$ cat src/rtl/riscv_pkg.sv
// RV64I decode types: opcode constants, immediate formats and the ID/EX bundle.
// Pure declarations; no latency or flow control of its own.
package riscv_pkg;

  localparam int XLEN       = 64;
  localparam int INSTR_W    = 32;
  localparam int REG_ADDR_W = 5;

  localparam logic [6:0] OPC_LOAD      = 7'b0000011;
  localparam logic [6:0] OPC_MISC_MEM  = 7'b0001111;
  localparam logic [6:0] OPC_OP_IMM    = 7'b0010011;
  localparam logic [6:0] OPC_AUIPC     = 7'b0010111;
  localparam logic [6:0] OPC_OP_IMM_32 = 7'b0011011;
  localparam logic [6:0] OPC_STORE     = 7'b0100011;
  localparam logic [6:0] OPC_OP        = 7'b0110011;
  localparam logic [6:0] OPC_LUI       = 7'b0110111;
  localparam logic [6:0] OPC_OP_32     = 7'b0111011;
  localparam logic [6:0] OPC_BRANCH    = 7'b1100011;
  localparam logic [6:0] OPC_JALR      = 7'b1100111;
  localparam logic [6:0] OPC_JAL       = 7'b1101111;
  localparam logic [6:0] OPC_SYSTEM    = 7'b1110011;

  typedef enum logic [2:0] {FMT_R, FMT_I, FMT_S, FMT_B, FMT_U, FMT_J} imm_fmt_e;

  typedef struct packed {
    logic [XLEN-1:0]       pc;
    logic [XLEN-1:0]       op1;
    logic [XLEN-1:0]       op2;
    logic [XLEN-1:0]       imm;
    logic [REG_ADDR_W-1:0] rd;
    logic                  reg_write;
    logic [6:0]            opcode;
    logic [2:0]            funct3;
    logic [6:0]            funct7;
    logic                  illegal;
  } id_ex_t;

endpackage

$ cat src/rtl/decode_stage_if.sv
// Fetch-side, register-file and execute-side signals of the decode stage.
// master = surrounding pipeline, slave = decode_stage.
interface decode_stage_if;
  import riscv_pkg::*;

  logic                  if_valid;
  logic                  if_ready;
  logic [INSTR_W-1:0]    if_instr;
  logic [XLEN-1:0]       if_pc;
  logic                  flush;
  logic [REG_ADDR_W-1:0] rs1;
  logic [REG_ADDR_W-1:0] rs2;
  logic [XLEN-1:0]       rf_rdata1;
  logic [XLEN-1:0]       rf_rdata2;
  logic                  ex_valid;
  logic                  ex_ready;
  logic [XLEN-1:0]       ex_pc;
  logic [XLEN-1:0]       ex_op1;
  logic [XLEN-1:0]       ex_op2;
  logic [XLEN-1:0]       ex_imm;
  logic [REG_ADDR_W-1:0] ex_rd;
  logic                  ex_reg_write;
  logic [6:0]            ex_opcode;
  logic [2:0]            ex_funct3;
  logic [6:0]            ex_funct7;
  logic                  ex_illegal;
  logic                  stall;

  modport master (
    output if_valid, if_instr, if_pc, flush, rf_rdata1, rf_rdata2, ex_ready,
    input  if_ready, rs1, rs2, ex_valid, ex_pc, ex_op1, ex_op2, ex_imm, ex_rd,
           ex_reg_write, ex_opcode, ex_funct3, ex_funct7, ex_illegal, stall
  );

  modport slave (
    input  if_valid, if_instr, if_pc, flush, rf_rdata1, rf_rdata2, ex_ready,
    output if_ready, rs1, rs2, ex_valid, ex_pc, ex_op1, ex_op2, ex_imm, ex_rd,
           ex_reg_write, ex_opcode, ex_funct3, ex_funct7, ex_illegal, stall
  );

endinterface

$ cat src/rtl/imm_gen.sv
// Sign-extended immediate for the selected format; combinational, no flow control.
// Bit 0 of B/J immediates is always zero; R format yields 0.
module imm_gen
  import riscv_pkg::*;
(
  input  logic [INSTR_W-1:7] instr,
  input  imm_fmt_e           fmt,
  output logic [XLEN-1:0]    imm
);

  always_comb begin
    imm = '0;
    case (fmt)
      FMT_I: imm = {{(XLEN-12){instr[31]}}, instr[31:20]};
      FMT_S: imm = {{(XLEN-12){instr[31]}}, instr[31:25], instr[11:7]};
      FMT_B: imm = {{(XLEN-12){instr[31]}}, instr[7], instr[30:25], instr[11:8], 1'b0};
      FMT_U: imm = {{(XLEN-32){instr[31]}}, instr[31:12], 12'b0};
      FMT_J: imm = {{(XLEN-20){instr[31]}}, instr[19:12], instr[20], instr[30:21], 1'b0};
      default: imm = '0;
    endcase
  end

endmodule

$ cat src/rtl/decode_stage.sv
// RV64I decode: IF/ID + ID/EX registers, 2-cycle fetch-to-execute latency; holds under ex_ready=0.
// LOAD_USE_STALL_EN enables one-bubble load-use interlock; flush outranks stall and backpressure.
module decode_stage
  import riscv_pkg::*;
(
  input  logic          clk,
  input  logic          reset,
  decode_stage_if.slave bus
);

  logic               id_valid;
  logic [INSTR_W-1:0] id_instr;
  logic [XLEN-1:0]    id_pc;
  logic               ex_valid;
  id_ex_t             ex_q;
  id_ex_t             id_dec;

  logic     ex_adv, id_adv, stall;
  logic     legal, wr_op, rs1_used, rs2_used, rd_kept;
  imm_fmt_e fmt;
  logic [XLEN-1:0]       imm;
  logic [6:0]            opcode;
  logic [REG_ADDR_W-1:0] rd_f;

  assign opcode = id_instr[6:0];
  assign rd_f   = id_instr[11:7];

  always_comb begin
    fmt      = FMT_R;
    legal    = 1'b1;
    wr_op    = 1'b0;
    rs1_used = 1'b0;
    rs2_used = 1'b0;
    case (opcode)
      OPC_LOAD, OPC_OP_IMM, OPC_OP_IMM_32, OPC_JALR: begin
        fmt = FMT_I; rs1_used = 1'b1; wr_op = 1'b1;
      end
      OPC_MISC_MEM, OPC_SYSTEM: begin
        fmt = FMT_I; rs1_used = 1'b1;
      end
      OPC_STORE:  begin fmt = FMT_S; rs1_used = 1'b1; rs2_used = 1'b1; end
      OPC_BRANCH: begin fmt = FMT_B; rs1_used = 1'b1; rs2_used = 1'b1; end
      OPC_OP, OPC_OP_32: begin
        fmt = FMT_R; rs1_used = 1'b1; rs2_used = 1'b1; wr_op = 1'b1;
      end
      OPC_LUI, OPC_AUIPC: begin fmt = FMT_U; wr_op = 1'b1; end
      OPC_JAL:            begin fmt = FMT_J; wr_op = 1'b1; end
      default: legal = 1'b0;
    endcase
  end

  imm_gen u_imm_gen (
    .instr (id_instr[INSTR_W-1:7]),
    .fmt   (fmt),
    .imm   (imm)
  );

  // Unread source fields are masked so they can never match a load destination.
  assign bus.rs1 = rs1_used ? id_instr[19:15] : '0;
  assign bus.rs2 = rs2_used ? id_instr[24:20] : '0;

  assign rd_kept = legal && (opcode != OPC_STORE) && (opcode != OPC_BRANCH);

  always_comb begin
    id_dec           = '0;
    id_dec.pc        = id_pc;
    id_dec.op1       = bus.rf_rdata1;
    id_dec.op2       = bus.rf_rdata2;
    id_dec.imm       = imm;
    id_dec.rd        = rd_kept ? rd_f : '0;
    id_dec.reg_write = wr_op && (rd_f != '0);
    id_dec.opcode    = opcode;
    id_dec.funct3    = id_instr[14:12];
    id_dec.funct7    = id_instr[31:25];
    id_dec.illegal   = !legal;
  end

`ifdef LOAD_USE_STALL_EN
  assign stall = ex_valid && (ex_q.opcode == OPC_LOAD) && (ex_q.rd != '0) && id_valid &&
                 ((bus.rs1 == ex_q.rd) || (bus.rs2 == ex_q.rd));
`else
  assign stall = 1'b0;
`endif

  assign ex_adv       = !ex_valid || bus.ex_ready;
  assign id_adv       = ex_adv && !stall;
  assign bus.if_ready = reset && id_adv && !bus.flush;

  always_ff @(posedge clk or negedge reset) begin
    if (!reset) begin
      id_valid <= 1'b0;
      id_instr <= '0;
      id_pc    <= '0;
    end else if (bus.flush) begin
      id_valid <= 1'b0;
    end else if (id_adv) begin
      id_valid <= bus.if_valid;
      id_instr <= bus.if_instr;
      id_pc    <= bus.if_pc;
    end
  end

  // A stall cycle still advances ID/EX, which is what drops the bubble in.
  always_ff @(posedge clk or negedge reset) begin
    if (!reset) begin
      ex_valid <= 1'b0;
      ex_q     <= '0;
    end else if (bus.flush) begin
      ex_valid <= 1'b0;
    end else if (ex_adv) begin
      ex_valid <= id_valid && !stall;
      ex_q     <= id_dec;
    end
  end

  assign bus.ex_valid     = ex_valid;
  assign bus.ex_pc        = ex_q.pc;
  assign bus.ex_op1       = ex_q.op1;
  assign bus.ex_op2       = ex_q.op2;
  assign bus.ex_imm       = ex_q.imm;
  assign bus.ex_rd        = ex_q.rd;
  assign bus.ex_reg_write = ex_q.reg_write;
  assign bus.ex_opcode    = ex_q.opcode;
  assign bus.ex_funct3    = ex_q.funct3;
  assign bus.ex_funct7    = ex_q.funct7;
  assign bus.ex_illegal   = ex_q.illegal;
  assign bus.stall        = stall;

endmodule

$ cat src/flat_wrapper.sv
// flat-port wrapper written by rule: the top's interface ports become plain ports
module decode_stage_flat import riscv_pkg::*;
  (clk, reset, bus_if_valid, bus_if_instr, bus_if_pc, bus_flush, bus_rf_rdata1, bus_rf_rdata2, bus_ex_ready, bus_if_ready, bus_rs1, bus_rs2, bus_ex_valid, bus_ex_pc, bus_ex_op1, bus_ex_op2, bus_ex_imm, bus_ex_rd, bus_ex_reg_write, bus_ex_opcode, bus_ex_funct3, bus_ex_funct7, bus_ex_illegal, bus_stall);
  decode_stage_if bus_i ();
  input  logic clk;
  input  logic reset;
  input wire logic [$bits(bus_i.if_valid)-1:0] bus_if_valid;
  input wire logic [$bits(bus_i.if_instr)-1:0] bus_if_instr;
  input wire logic [$bits(bus_i.if_pc)-1:0] bus_if_pc;
  input wire logic [$bits(bus_i.flush)-1:0] bus_flush;
  input wire logic [$bits(bus_i.rf_rdata1)-1:0] bus_rf_rdata1;
  input wire logic [$bits(bus_i.rf_rdata2)-1:0] bus_rf_rdata2;
  input wire logic [$bits(bus_i.ex_ready)-1:0] bus_ex_ready;
  output wire logic [$bits(bus_i.if_ready)-1:0] bus_if_ready;
  output wire logic [$bits(bus_i.rs1)-1:0] bus_rs1;
  output wire logic [$bits(bus_i.rs2)-1:0] bus_rs2;
  output wire logic [$bits(bus_i.ex_valid)-1:0] bus_ex_valid;
  output wire logic [$bits(bus_i.ex_pc)-1:0] bus_ex_pc;
  output wire logic [$bits(bus_i.ex_op1)-1:0] bus_ex_op1;
  output wire logic [$bits(bus_i.ex_op2)-1:0] bus_ex_op2;
  output wire logic [$bits(bus_i.ex_imm)-1:0] bus_ex_imm;
  output wire logic [$bits(bus_i.ex_rd)-1:0] bus_ex_rd;
  output wire logic [$bits(bus_i.ex_reg_write)-1:0] bus_ex_reg_write;
  output wire logic [$bits(bus_i.ex_opcode)-1:0] bus_ex_opcode;
  output wire logic [$bits(bus_i.ex_funct3)-1:0] bus_ex_funct3;
  output wire logic [$bits(bus_i.ex_funct7)-1:0] bus_ex_funct7;
  output wire logic [$bits(bus_i.ex_illegal)-1:0] bus_ex_illegal;
  output wire logic [$bits(bus_i.stall)-1:0] bus_stall;
  assign bus_i.if_valid = bus_if_valid;
  assign bus_i.if_instr = bus_if_instr;
  assign bus_i.if_pc = bus_if_pc;
  assign bus_i.flush = bus_flush;
  assign bus_i.rf_rdata1 = bus_rf_rdata1;
  assign bus_i.rf_rdata2 = bus_rf_rdata2;
  assign bus_i.ex_ready = bus_ex_ready;
  assign bus_if_ready = bus_i.if_ready;
  assign bus_rs1 = bus_i.rs1;
  assign bus_rs2 = bus_i.rs2;
  assign bus_ex_valid = bus_i.ex_valid;
  assign bus_ex_pc = bus_i.ex_pc;
  assign bus_ex_op1 = bus_i.ex_op1;
  assign bus_ex_op2 = bus_i.ex_op2;
  assign bus_ex_imm = bus_i.ex_imm;
  assign bus_ex_rd = bus_i.ex_rd;
  assign bus_ex_reg_write = bus_i.ex_reg_write;
  assign bus_ex_opcode = bus_i.ex_opcode;
  assign bus_ex_funct3 = bus_i.ex_funct3;
  assign bus_ex_funct7 = bus_i.ex_funct7;
  assign bus_ex_illegal = bus_i.ex_illegal;
  assign bus_stall = bus_i.stall;
  decode_stage u_core (.clk(clk), .reset(reset), .bus(bus_i));
endmodule
$ cat config.mk
export PLATFORM = sky130hd
export DESIGN_NAME = decode_stage_flat
export DESIGN_NICKNAME = d
export VERILOG_FILES = /design/src/rtl/riscv_pkg.sv /design/src/rtl/decode_stage_if.sv /design/src/rtl/imm_gen.sv /design/src/rtl/decode_stage.sv /design/src/flat_wrapper.sv
export SDC_FILE = /design/constraint.sdc
export NUM_CORES = 1
export LEC_CHECK = 0
export CAP_MARGIN = 20
export CORE_AREA = 2 2 200 202
export DETAILED_ROUTE_END_ITERATION = 6
export DIE_AREA = 0 0 202 204
export PLACE_DENSITY = 0.65
export REMOVE_ABC_BUFFERS = 1
export SETUP_SLACK_MARGIN = 0.15
export SLEW_MARGIN = 0
export SYNTH_ARGS = -nofsm -noshare
export SYNTH_HDL_FRONTEND = slang
export SYNTH_SLANG_ARGS = --single-unit
$ cat constraint.sdc
create_clock -name clk -period 3.1 [get_ports clk]
set_input_delay 0.31 -clock clk [delete_from_list [all_inputs] [get_ports clk]]
set_output_delay 0.31 -clock clk [all_outputs]
set_load 0.005 [all_outputs]
==> metrics.json <==
{
  "core-area_sq_um": 39180,
  "skew_ns": 0.01151,
  "gr-total-overflow": 0,
  "io_pins": 522,
  "place_congestion": 0.8290,
  "ys_warn_count": 0,
  "maximum_vdd_drop_v": 0.0003594,
  "drt_first_iter_violations": 598,
  "dieWidth_um": 202,
  "vias_per_cell": 4.552,
  "syn_area_sq_um": 13810,
  "post_drt_wl_per_cell_um": 15.57,
  "required_ns": 2.79,
  "die-area_sq_um": 41210,
  "timing.setup.critical_path_class": "reg2out",
  "num_rows": 73,
  "grt_max_degree": 166,
  "cts_tree": "done",
  "synthDominantCellAreaShare": 0.6269,
  "synth.ff_latch_count": 346,
  "path_cells": "nor2b_1 -> nor2_1 -> and4_1 -> and2_1 -> clkdlybuf4s50_1",
  "mostFrequentLayoutCells": "sky130_fd_sc_hd__nand2_1, sky130_fd_sc_hd__clkdlybuf4s50_1, sky130_fd_sc_hd__dfrtp_1",
  "final.setup.tns_ns": 0,
  "layout-drive-gt1-share": 0.04806,
  "max_cap_viol_count": 0,
  "multiInputGateArea_sq_um": 4484,
  "placed_area_sq_um": 19260,
  "fin_ws_ns": 0.3414,
  "relSlewSlack": 0.3431,
  "fmaxAchievable_mhz": 362.5,
  "final_core_util": 0.5265,
  "clock_path_buffers": 3,
  "sequential_area_sq_um": 8663,
  "fill_count": 3515,
  "floorplan.initialDensity": 0.3525,
  "cts-buffers-inserted": 39,
  "global_route.usage.total": 0.1925,
  "yosys.area.top_type": "sky130_fd_sc_hd__dfrtp_1",
  "syn_inst": 1551,
  "detailroute.via_count": 11670,
  "grt_first_pass_wirelength_um": 63380,
  "grt_pass1_vias": 11580,
  "hp-class": "in2async",
  "n_antenna_cell": 0,
  "syn_to_final_growth_pct": 49.36,
  "synth.top_cells.by_area": "sky130_fd_sc_hd__dfrtp_1, sky130_fd_sc_hd__nand2_1, sky130_fd_sc_hd__buf_4",
  "final-max-slew-violation-count": 0,
  "drt.antenna.violating_nets": 0,
  "critical_path.startpoint_type": "flip-flop",
  "final_min_period_over_clock_period": 0.8899,
  "power.density_nw_per_um2": 589.5,
  "final_common_cell": "sky130_fd_sc_hd__nand2_1",
  "drcViolationCount": 0,
  "port_buffers": 520,
  "totalWireLength_um": 39930,
  "antenna_found_initial": 2,
  "total_leakage_power_nw": 10.02,
  "tightest_slew_ns": 0.9853,
  "yosys.cell_types.count": 49,
  "clock_transition_at_the_registers_of_the_reported_paths_ns": 0.06,
  "cpPeakStageDelay_ns": 0.53,
  "setup.worst_path.end_class": "output port",
  "drt_pre_antenna_iters": 4,
  "cts_sinks": 346,
  "syn_avg_cell_area_sq_um": 8.905,
  "unrepaired_setup_endpoints_after_global_routing": "no",
  "layout.cell_area.non_filler_sq_um": 20630,
  "timing.critical_path.fanout_max": 16,
  "dp_slack_ns": 0.6527,
  "setup_viol": 0,
  "clkLatencyLatePin_ns": 0.54,
  "dp_hpwl_um": 27650,
  "floorplan.die.height_um": 204,
  "nets": 2238,
  "htreeDepth": 2,
  "timing_hold_violations_final": 0,
  "ys_seq_area_frac": 0.6269,
  "cp.arrival_ns": 2.45,
  "period_needed_ns": 2.759,
  "power_mw": 12.16,
  "crit_path_top_delay_cell": "sky130_fd_sc_hd__dfrtp_1",
  "cts.root.buffer_cell": "sky130_fd_sc_hd__clkbuf_16",
  "outcome": "completed"
}
## report_power, final
part,total (mW),internal (mW),switching (mW)
sequential,5.32,5.00,0.317
clock,4.82,2.97,1.85
combinational,2.02,1.14,0.881
## cell families after synthesis
family,count (synthesis),synth area share
muxes,5,0.003986
DFF,346,0.6269
buffers and inverters,123,0.04910
and+or+nand+nor,989,0.2776
AOI/OAI and AO/OA,86,0.04158
xor gates and xnor gates,1,0.0006342
other,1,0.0002715
## per-layer routing
| metal | vias to the layer above | GRT usage | part of all wire | routed length (um) |
|---|---|---|---|---|
| li1 | 5678 | - | - | - |
| met1 | 5524 | 0.2412 | 0.42 | 16650 |
| met2 | 398 | 0.3150 | 0.47 | 18850 |
| met3 | 70 | 0.05979 | 0.083 | 3332 |
| met4 | 2 | 0.06828 | 0.027 | 1093 |
| met5 | - | 0 | 0.00033 | 13 |
## metrics by stage
| step | instances | hold slack [ns] |
|---|---|---|
| after floorplan | 1431 | 0.01441 |
| after global placement | 2492 | 0.2324 |
| after detailed placement | 2492 | 0.2317 |
| after CTS | 2564 | 0.2430 |
| after global routing | 2564 | 0.2659 |
| final | 2564 | 0.2611 |
## critical path, delay by kind of cell, from the launching register on
| family | cells | cell delay, ns |
|---|---|---|
| buf+inv | 1 | 0.50 |
| flops | 1 | 0.53 |
| simple gates | 4 | 0.88 |
## cells in the mapped netlist (all sizes together)
master,instances
a211o,1
nor3,3
a22o,15
or4,1
o21a,1
a21o,3
nor2b,4
buf,95
and4,1
o311ai,1
a32oi,1
o211ai,1
or2,3
and2,7
o2111ai,1
nor3b,2
nand4,1
conb,1
a31o,1
a31oi,14
a2bb2oi,2
inv,3
nand2b,1
dfrtp,346
and3,6
o21ai,27
mux2,4
clkbuf,25
a21oi,16
xor2,1
nand2,935
nand3,5
nor2,16
a211oi,1
and3b,4
mux2i,1
o22ai,1
## state kept, by name, indices dropped and copies added, names as in the netlist
| name | flops |
|---|---|
| u_core.bus.ex_reg_write | 1 |
| u_core.id_valid | 1 |
| u_core.id_pc | 64 |
| u_core.bus.ex_pc | 64 |
| u_core.bus.ex_funct3 | 3 |
| u_core.bus.ex_op1 | 64 |
| u_core.bus.ex_imm | 32 |
| u_core.id_instr | 32 |
| u_core.bus.ex_op2 | 64 |
| u_core.bus.ex_opcode | 7 |
| u_core.bus.ex_valid | 1 |
| u_core.bus.ex_rd | 5 |
| u_core.bus.ex_illegal | 1 |
| u_core.bus.ex_funct7 | 7 |
## final timing paths
kind	depth (start not counted)	slack [ns]	to	startpoint
worst max-delay path	5	0.34	bus_rs2[3]	u_core.id_instr[3]
worst min-delay path	2	0.26	u_core.bus.ex_pc[27]	reset
worst max register to register	4	1.02	u_core.bus.ex_imm[21]	u_core.id_instr[2]
worst min register to register	2	0.46	u_core.bus.ex_pc[31]	u_core.id_pc[31]
max in group asynchronous	3	1.58	u_core.id_pc[37]	reset
min in group clk	3	0.29	u_core.bus.ex_op2[42]	bus_rf_rdata2[42]
## cell type report
| class | count | area share |
|---|---|---|
| clock buffer | 60 | 0.05756 |
| clock inverter | 11 | 0.007824 |
| inverter | 3 | 0.0005459 |
| multi-input combinational | 1082 | 0.2174 |
| sequential | 346 | 0.4199 |
| tap | 525 | 0.03184 |
| timing repair buffer | 537 | 0.2649 |
## what timing repair did
item                                    CTS  global route
pin swaps                                 0             0
buffers inserted                          0             0
endpoints found under the setup margin    5             5
hold endpoints to repair                 40             0
hold buffers                              1             0
gates resized for setup                   3             2
(Power assumes the default switching activity.)
